==> src/rtl/vvm_result_serializer.sv <==
// Snapshots one phase_processor result set and streams it as a 9-word frame
// (header + mag/phase per channel) on a registered valid/ready interface.
module vvm_result_serializer #(
    parameter int MAG_W   = 21,
    parameter int PHASE_W = 22
) (
    input  logic                      sys_clk,
    input  logic                      sys_rst_n,
    input  logic        [MAG_W-1:0]   mags,
    input  logic        [MAG_W-1:0]   mags_1,
    input  logic        [MAG_W-1:0]   mags_2,
    input  logic        [MAG_W-1:0]   mags_3,
    input  logic signed [PHASE_W-1:0] phases,
    input  logic signed [PHASE_W-1:0] phases_1,
    input  logic signed [PHASE_W-1:0] phases_2,
    input  logic signed [PHASE_W-1:0] phases_3,
    input  logic                      strobe_in,
    input  logic                      enable,
    input  logic                      overrun_clr,
    input  logic                      out_ready,
    output logic        [31:0]        out_data,
    output logic                      out_valid,
    output logic                      out_last,
    output logic                      busy,
    output logic        [15:0]        overrun_cnt,
    output logic        [15:0]        frame_cnt
);

    typedef enum logic {IDLE, SEND} state_t;

    state_t                    state, state_nxt;
    logic        [MAG_W-1:0]   mag_in [4];
    logic signed [PHASE_W-1:0] ph_in  [4];
    logic        [MAG_W-1:0]   mag_sh [4];
    logic signed [PHASE_W-1:0] ph_sh  [4];
    logic        [3:0]         idx, idx_nxt;
    logic        [31:0]        data_nxt;
    logic                      last_nxt;
    logic        [15:0]        frame_cnt_nxt, overrun_cnt_nxt;
    logic                      accept, hs, final_hs, load, overrun;

    assign mag_in = '{mags, mags_1, mags_2, mags_3};
    assign ph_in  = '{phases, phases_1, phases_2, phases_3};

    function automatic logic [31:0] zext_mag(input logic [MAG_W-1:0] m);
        return 32'(m);
    endfunction

    function automatic logic [31:0] sext_phase(input logic signed [PHASE_W-1:0] p);
        return 32'(p);
    endfunction

    // Payload words 1..8 alternate mag/phase, channel = (i-1)/2.
    function automatic logic [31:0] word_sel(input logic [3:0] i);
        logic [3:0] k;
        k = i - 4'd1;
        if (k[0]) return sext_phase(ph_sh[k[2:1]]);
        else      return zext_mag(mag_sh[k[2:1]]);
    endfunction

    assign accept   = strobe_in && enable;
    assign hs       = out_valid && out_ready;
    assign final_hs = hs && (idx == 4'd8);
    // The final handshake cycle is the only SEND cycle that may take a new set.
    assign load     = accept && ((state == IDLE) || final_hs);
    assign overrun  = accept && (state == SEND) && !final_hs;
    assign busy     = (state == SEND);
    assign out_valid = (state == SEND);

    always_ff @(posedge sys_clk or negedge sys_rst_n) begin
        if (!sys_rst_n) state <= IDLE;
        else            state <= state_nxt;
    end

    always_comb begin
        state_nxt = state;
        case (state)
            IDLE:    if (load) state_nxt = SEND;
            SEND:    if (final_hs && !load) state_nxt = IDLE;
            default: state_nxt = IDLE;
        endcase
    end

    always_comb begin
        frame_cnt_nxt = final_hs ? frame_cnt + 16'd1 : frame_cnt;

        overrun_cnt_nxt = overrun_cnt;
        if (overrun_clr)                        overrun_cnt_nxt = overrun ? 16'd1 : 16'd0;
        else if (overrun && overrun_cnt != 16'hFFFF) overrun_cnt_nxt = overrun_cnt + 16'd1;

        idx_nxt  = idx;
        data_nxt = out_data;
        last_nxt = out_last;
        if (load) begin
            idx_nxt  = 4'd0;
            data_nxt = {8'hA5, frame_cnt_nxt, 8'd8};
            last_nxt = 1'b0;
        end else if (hs && idx != 4'd8) begin
            idx_nxt  = idx + 4'd1;
            data_nxt = word_sel(idx + 4'd1);
            last_nxt = (idx == 4'd7);
        end else if (final_hs) begin
            idx_nxt  = 4'd0;
            data_nxt = 32'd0;
            last_nxt = 1'b0;
        end
    end

    always_ff @(posedge sys_clk or negedge sys_rst_n) begin
        if (!sys_rst_n) begin
            for (int c = 0; c < 4; c++) begin
                mag_sh[c] <= '0;
                ph_sh[c]  <= '0;
            end
            idx         <= 4'd0;
            out_data    <= 32'd0;
            out_last    <= 1'b0;
            overrun_cnt <= 16'd0;
            frame_cnt   <= 16'd0;
        end else begin
            if (load) begin
                for (int c = 0; c < 4; c++) begin
                    mag_sh[c] <= mag_in[c];
                    ph_sh[c]  <= ph_in[c];
                end
            end
            idx         <= idx_nxt;
            out_data    <= data_nxt;
            out_last    <= last_nxt;
            overrun_cnt <= overrun_cnt_nxt;
            frame_cnt   <= frame_cnt_nxt;
        end
    end

endmodule

==> config.mk <==
export PLATFORM = sky130hd
export DESIGN_NAME = vvm_result_serializer
export DESIGN_NICKNAME = d
export VERILOG_FILES = /design/src/rtl/vvm_result_serializer.sv
export SDC_FILE = /design/constraint.sdc
export NUM_CORES = 1
export LEC_CHECK = 0
export CAP_MARGIN = 30
export CELL_PAD_IN_SITES_DETAIL_PLACEMENT = 0
export CELL_PAD_IN_SITES_GLOBAL_PLACEMENT = 1
export CORE_ASPECT_RATIO = 0.75
export CORE_UTILIZATION = 36
export DETAILED_ROUTE_END_ITERATION = 10
export GPL_ROUTABILITY_DRIVEN = 0
export PLACE_DENSITY = 0.75
export SKIP_CTS_REPAIR_TIMING = 1
export SLEW_MARGIN = 20
export SYNTH_ARGS = -nofsm -noshare
export SYNTH_HDL_FRONTEND = slang
export SYNTH_SLANG_ARGS = --single-unit
==> constraint.sdc <==
create_clock -name sys_clk -period 3 [get_ports sys_clk]
set_input_delay 0.3 -clock sys_clk [delete_from_list [all_inputs] [get_ports sys_clk]]
set_output_delay 0.3 -clock sys_clk [all_outputs]
set_load 0.01 [all_outputs]
# Yosys cells after proc, flatten, opt, wreduce, memory -nomap -nowiden
# Index checks and enable logic that the tools add are counted.
# Widths: inputs -> output; s select.
[classes]
add_sub_neg = 4
mux = 23
reduce_logical = 14
eq_ne = 4
bitwise_logic = 2
n_shift = 0
mul = 0
n_lt_le_gt_ge = 1
div_mod_pow = 0
[ops]
columns = ["operator", "n"]
rows = [
  ["$mux 32", 4],
  ["$mux 16", 3],
  ["$bmux 22 s2", 1],
  ["$mux 22", 2],
  ["$bmux 21 s2", 1],
  ["$mux 21", 2],
  ["$add 16x1->16 const B", 2],
  ["$ne 16x16->1 const B", 1],
  ["$mux 4", 3],
  ["$logic_and 1x1->1", 9],
  ["$mux 1", 6],
  ["$add 4x1->4 const B", 1],
  ["$eq 4x3->1 const B", 1],
  ["$eq 4x4->1 const B", 1],
  ["$ne 4x4->1 const B", 1],
  ["$ge 3x3->1 const B", 1],
  ["$not 2->3", 1],
  ["$reduce_bool 3->1", 1],
  ["$sub 3x1->3 const B", 1],
  ["$logic_not 1->1", 2],
  ["$pmux 1 s2", 1],
  ["$reduce_bool 2->1", 1],
  ["$logic_or 1x1->1", 1],
  ["$not 1->1", 1],
]
[totals]
romBits = 0
ramBits = 0
in_bits = 178
ff_bits = 242
memories = 0
latchBits = 0
wordCells = 62
output_inout_bits = 67

# Logic depth before layout (Yosys ltp)
[depth]
ltp_word = 9
depth_mapped = 10
mapped_depth_nobuf = 7

# Least setup slack after synthesis
# Ideal clock, no wire load.
[synth_timing]
kind = "reg-to-reg"
start = "register idx[0]"
end = "register out_data[0]"
setup_time_ns = 0.131
t_required_ns = 2.869
synth_period_minus_slack_ns = 2.888
path_stages_with_launch = 10
setup_slack_ns = 0.112
n_path_buf = 2
arrival_time_ns = 2.757
cell_sequence = "dfrtp_1 clkbuf_1 inv_1 ha_1 nor2b_1 or2_1 buf_6 mux4_2 a22o_1 or3_1"
[synth_between]
elab_chain_cells = 9
word_cells_on_any_way = 19
classes_between = "add/sub (2); eq/ne (2); mux (9); bitwise (1); reduce/logical (5)"
[synth_lines]
columns = ["element", "line_no", "text"]
rows = [
  ["start, declared", "36", "logic [3:0] idx, idx_nxt;"],
  ["start signal, assigned", "127", "idx <= idx_nxt;"],
  ["$add 4x1->4", "100", "data_nxt = word_sel(idx + 4'd1);"],
  ["$sub 3x1->3", "56", "k = i - 4'd1;"],
  ["$not 2->3 (implied by the code)", "57, 58", ""],
  ["$bmux 21 s2 / $bmux 22 s2 (equally long branches)", "58, 57", ""],
  ["$mux 21 (implied by the code) / $mux 22 (equally long branches) (2 in series)", "58, 57", ""],
  ["$mux 32", "57", "if (k[0]) return sext_phase(ph_sh[k[2:1]]);"],
  ["$mux 32", "98", "end else if (hs && idx != 4'd8) begin"],
  ["$mux 32", "94", "if (load) begin"],
  ["end signal, assigned", "128", "out_data <= data_nxt;"],
  ["end, declared", "21", "output logic [31:0] out_data,"],
]
# Several ways; a longest one is shown, not always the timed one. The select of a mux whose other input is x is not followed.
# A chain may end at the register's enable or synchronous reset.

# Worst setup path in the final report
[layout_timing]
start = "register idx[0]"
end = "register out_data[3]"
# The elaborated chain is that of the path after synthesis.

==> results <==
- For the final routed database, the setup TNS stands at 0 ns.
- In the routed design, unresolved DRC markers number 0.
- The first-pass detailed-route iteration total is 4.
- The die span in x is 202 um.
- The buffer levels on the longest clock path is 3.
- The number of H-tree branching levels is 1.
- Counting every sink on the clock net gives 236.
- The final clock period utilization by the worst path is 0.909.
- The clock tree from TritonCTS is done.
- The critical path start-end classification is register to register.
- The overall fraction of global-route tracks in use is 0.197.
- The number of global-route vias before repair is 7799.
- The final number of max-transition violations was 0.
- The detailed placer's ending HPWL is 22.6 mm.
- For this design the ratio of total power to cell area is 1010 mW/mm^2.
- The height of the die is 152 um.
- Global routing finished with a remaining overflow of 0.
- The synthesized netlist contains 53 unique library cells.
- The share of the Yosys chip area taken by registers is 0.544.
- The layout cell share with drive strength beyond 1 is 0.247.
- The worst pin sits at a relative slew slack of 0.376.
- The die outline area is 0.0308 sq mm.
- The post-synthesis to final-layout area growth is 36.8%.
- The global-route wire length before repair is 47.0 mm.
- The data arrival at the endpoint of the critical path is 3.14 ns.
- The mean instance size in the synthesized netlist is 12.6 sq um.
- The detailed router placed 7783 vias in this run.
- Total power for the finished layout comes to 15000 uW.
- After detailed routing, the number of vias per cell comes to 5.11.
- The Yosys step of the flow raised 0 warnings.
- The dominant register cell in the synthesized netlist is dfrtp_1.
- The worst clock skew is 0.0240 ns.
- The cell sitting at the root of the clock tree is a clkbuf_16.
- The total detailed-routing wirelength is 30.1 mm.
- Measured on the finished design, the core utilization comes to 0.506.
- At the pin with the least slew margin, the transition time is 0.927 ns.
- Of the total power, the clock network draws 0.236.
- The fill cell instance count of the final layout is 2637.
- Across the whole layout, storage elements account for 0.00591 sq mm.
- The count of input and output buffers is 244.
- The antenna violation net count after detailed routing is 0.
- In the final routed layout, each cell accounts on average for 19.8 um.
- In this run, synthesis produced a sequential element count of 236.
- The worst path in the final design needs a cycle of 2.73 ns, including I/O delays and setup.
- The latest clock arrival within the worst-skew pair is 0.54 ns.
- At the end of the flow, the number of nets in the layout was 1292.
- Of all nets on the critical path, the largest fanout is 35.
- The share of power burned in registers is 0.354.
- STA classifies the critical path endpoint as a register.
- Setup repair after global routing left no endpoint under its margin.
- Across the run, the number of max-cap violations was 0.
- The placed cell area is 0.0139 sq mm.
- STA classifies the critical path startpoint as a register.
- Summed over all cells, the static leakage comes to 0.00622 uW.
- The core outline area is 0.0293 sq mm.
- Setup violations remaining at the end of the flow were counted as 0.
- The number of nets in the synthesized netlist is 1045.
- The top-level I/O count is 245.
- The initial utilization of the core area, before any placement, comes to 0.370.
- The reported net switching power is 5080 uW.
- The portion of total power attributed to combinational logic is 0.411.
- The internal power contribution is 9890 uW.
- Counting the buffers created by CTS gives 26.
- In the synthesized netlist, the number of instances is 862.
- Once layout is done, the placed cells without fillers occupy 0.0148 sq mm.
- The initial antenna violation count is 6.
- Summing every instance area after synthesis gives 0.0108 sq mm.
- The setup slack on the worst flop-to-flop path is 0.27 ns.
- The run finished with clean final reports.
- The share of async-settable or async-resettable flops after synthesis is 1.00.
- The endpoint required time on the critical path is 3.41 ns.
- After clock tree synthesis, the clock-pin slew on the worst setup and hold paths is 0.07 ns.
- In this run, the number of DRC markers left after iteration 0 of detailed routing was 438.
- The worst supply voltage drop on vdd is 540 uV.
- The path category of the worst min-delay check is primary input to register.
- The highest achievable clock rate is 367 MHz.
- The number of placement rows is 54.
- The area taken by multi-input logic gates is 0.00464 sq mm.
- Entering global routing, the biggest net connects 86 pins.
- In this run, synthesis inferred 0 flip-flops with an integrated enable.
- The final hold violation count came to 0.
- The switching power share of the total is 0.339.
[kinds of logic after synthesis]
family | count (synthesis) | synth area share
xor gates and xnor gates | 31 | 0.0277
muxes | 211 | 0.240
and+or+nand+nor | 232 | 0.0997
buffers and inverters | 64 | 0.0291
adders and majority gates | 5 | 0.00577
DFF | 236 | 0.544
AOI/OAI and AO/OA | 83 | 0.0534
[area by class of cell]
class	count	area share
multi-input combinational	562	0.313
antenna	3	0.000506
clock inverter	18	0.0180
sequential	236	0.398
tap	392	0.0331
clock buffer	30	0.0462
inverter	7	0.00177
timing repair buffer	276	0.190
[metrics by stage]
| stage | instances | worst slack [ns] | hold slack [ns] |
|---|---|---|---|
| final | 1524 | 0.272 | 0.367 |
| after global routing | 1522 | 0.134 | 0.356 |
| after CTS | 1520 | 0.0591 | -0.207 |
| after detailed placement | 1472 | 0.0823 | 0.354 |
| after global placement | 1472 | 0.158 | 0.351 |
| after floorplan | 862 | 0.112 | 0.00441 |
[path summary, 6_finish.rpt]
check / startpoint / to / cells after the start
max in group asynchronous: sys_rst_n / overrun_cnt[8]$_DFFE_PN0P_ / 3
hold reg to reg: out_data[12]$_DFFE_PN0P_ / out_data[12]$_DFFE_PN0P_ / 2
min in group asynchronous: sys_rst_n / frame_cnt[8]$_DFF_PN0_ / 2
hold / removal: phases_1[8] / ph_sh[52]$_DFFE_PN0P_ / 2
setup reg to reg: idx[0]$_DFFE_PN0P_ / out_data[3]$_DFFE_PN0P_ / 8
setup / recovery: idx[0]$_DFFE_PN0P_ / out_data[3]$_DFFE_PN0P_ / 8
[flip-flops by register name (all words and copies together), names as in the netlist]
signal / cells
busy: 1
frame_cnt: 16
idx: 4
mag_sh: 84
out_data: 26
out_last: 1
overrun_cnt: 16
ph_sh: 88
[power by group through the flow]
| stage | registers [uW] | clock network [uW] | logic [uW] |
|---|---|---|---|
| floorplan | 5130 | 0 | 4050 |
| global placement | 5320 | 0 | 6080 |
| detailed placement | 5350 | 0 | 6180 |
| CTS | 5300 | 3600 | 6210 |
| global route | 5470 | 3740 | 6690 |
| finish | 5290 | 3530 | 6150 |
[critical path, cell delays in order, from the launching register on]
cell     delay, ns
dfrtp_1       0.35
buf_4         0.33
ha_1          0.32
xor3_2        0.42
buf_12        0.26
mux2i_1       0.30
a32o_1        0.20
a31oi_1       0.06
a221o_1       0.36
[cells in the mapped netlist, types with 6 or more instances]
master	count	area [sq um]
a21oi_1	24	120
nor3_1	13	65.1
o21ai_0	9	45.0
buf_1	6	22.5
nand2_1	113	424
nor4_1	7	43.8
mux2_2	173	1950
xnor2_1	17	149
a31oi_1	8	50.1
a221o_1	10	100
xor2_1	12	105
mux2i_1	16	160
nand3_1	24	120
dfrtp_1	236	5910
clkbuf_1	12	45.0
mux4_2	22	495
nand4_1	11	68.8
inv_1	7	26.3
buf_4	8	60.1
nor2_1	31	116
buf_2	30	150
[layer usage]
metal / vias to the layer above / share of wire / routed length [um] / GRT usage
met4: 4 / 0.014 / 408 / 0.0347
li1: 3616 / - / - / -
met1: 3919 / 0.51 / 15200 / 0.307
met5: - / 0.00070 / 21 / 0
met3: 34 / 0.069 / 2090 / 0.0505
met2: 210 / 0.41 / 12400 / 0.274
[placed cells by master (no fill, tap or decap), types with 5 or more instances in the layout]
cell,Yosys,final
clkdlybuf4s50_1,0,243
dfrtp_1,236,236
mux2_2,173,173
nand2_1,113,113
nor2_1,31,31
clkbuf_16,0,26
nand3_1,24,24
a21oi_1,24,23
mux4_2,22,22
buf_4,8,21
xnor2_1,17,17
mux2i_1,16,16
nor3_1,13,13
xor2_1,12,12
nand4_1,11,11
a221o_1,10,10
buf_12,0,10
o21ai_0,9,9
a31oi_1,8,8
inv_1,7,7
nor4_1,7,7
bufinv_16,0,6
a22o_1,5,5
a22oi_1,5,5
and3_1,5,5
or3_1,5,5
ha_1,5,5
clkinvlp_4,0,5
clkinv_2,0,5
Note: power is estimated with default switching activity, not from simulation.
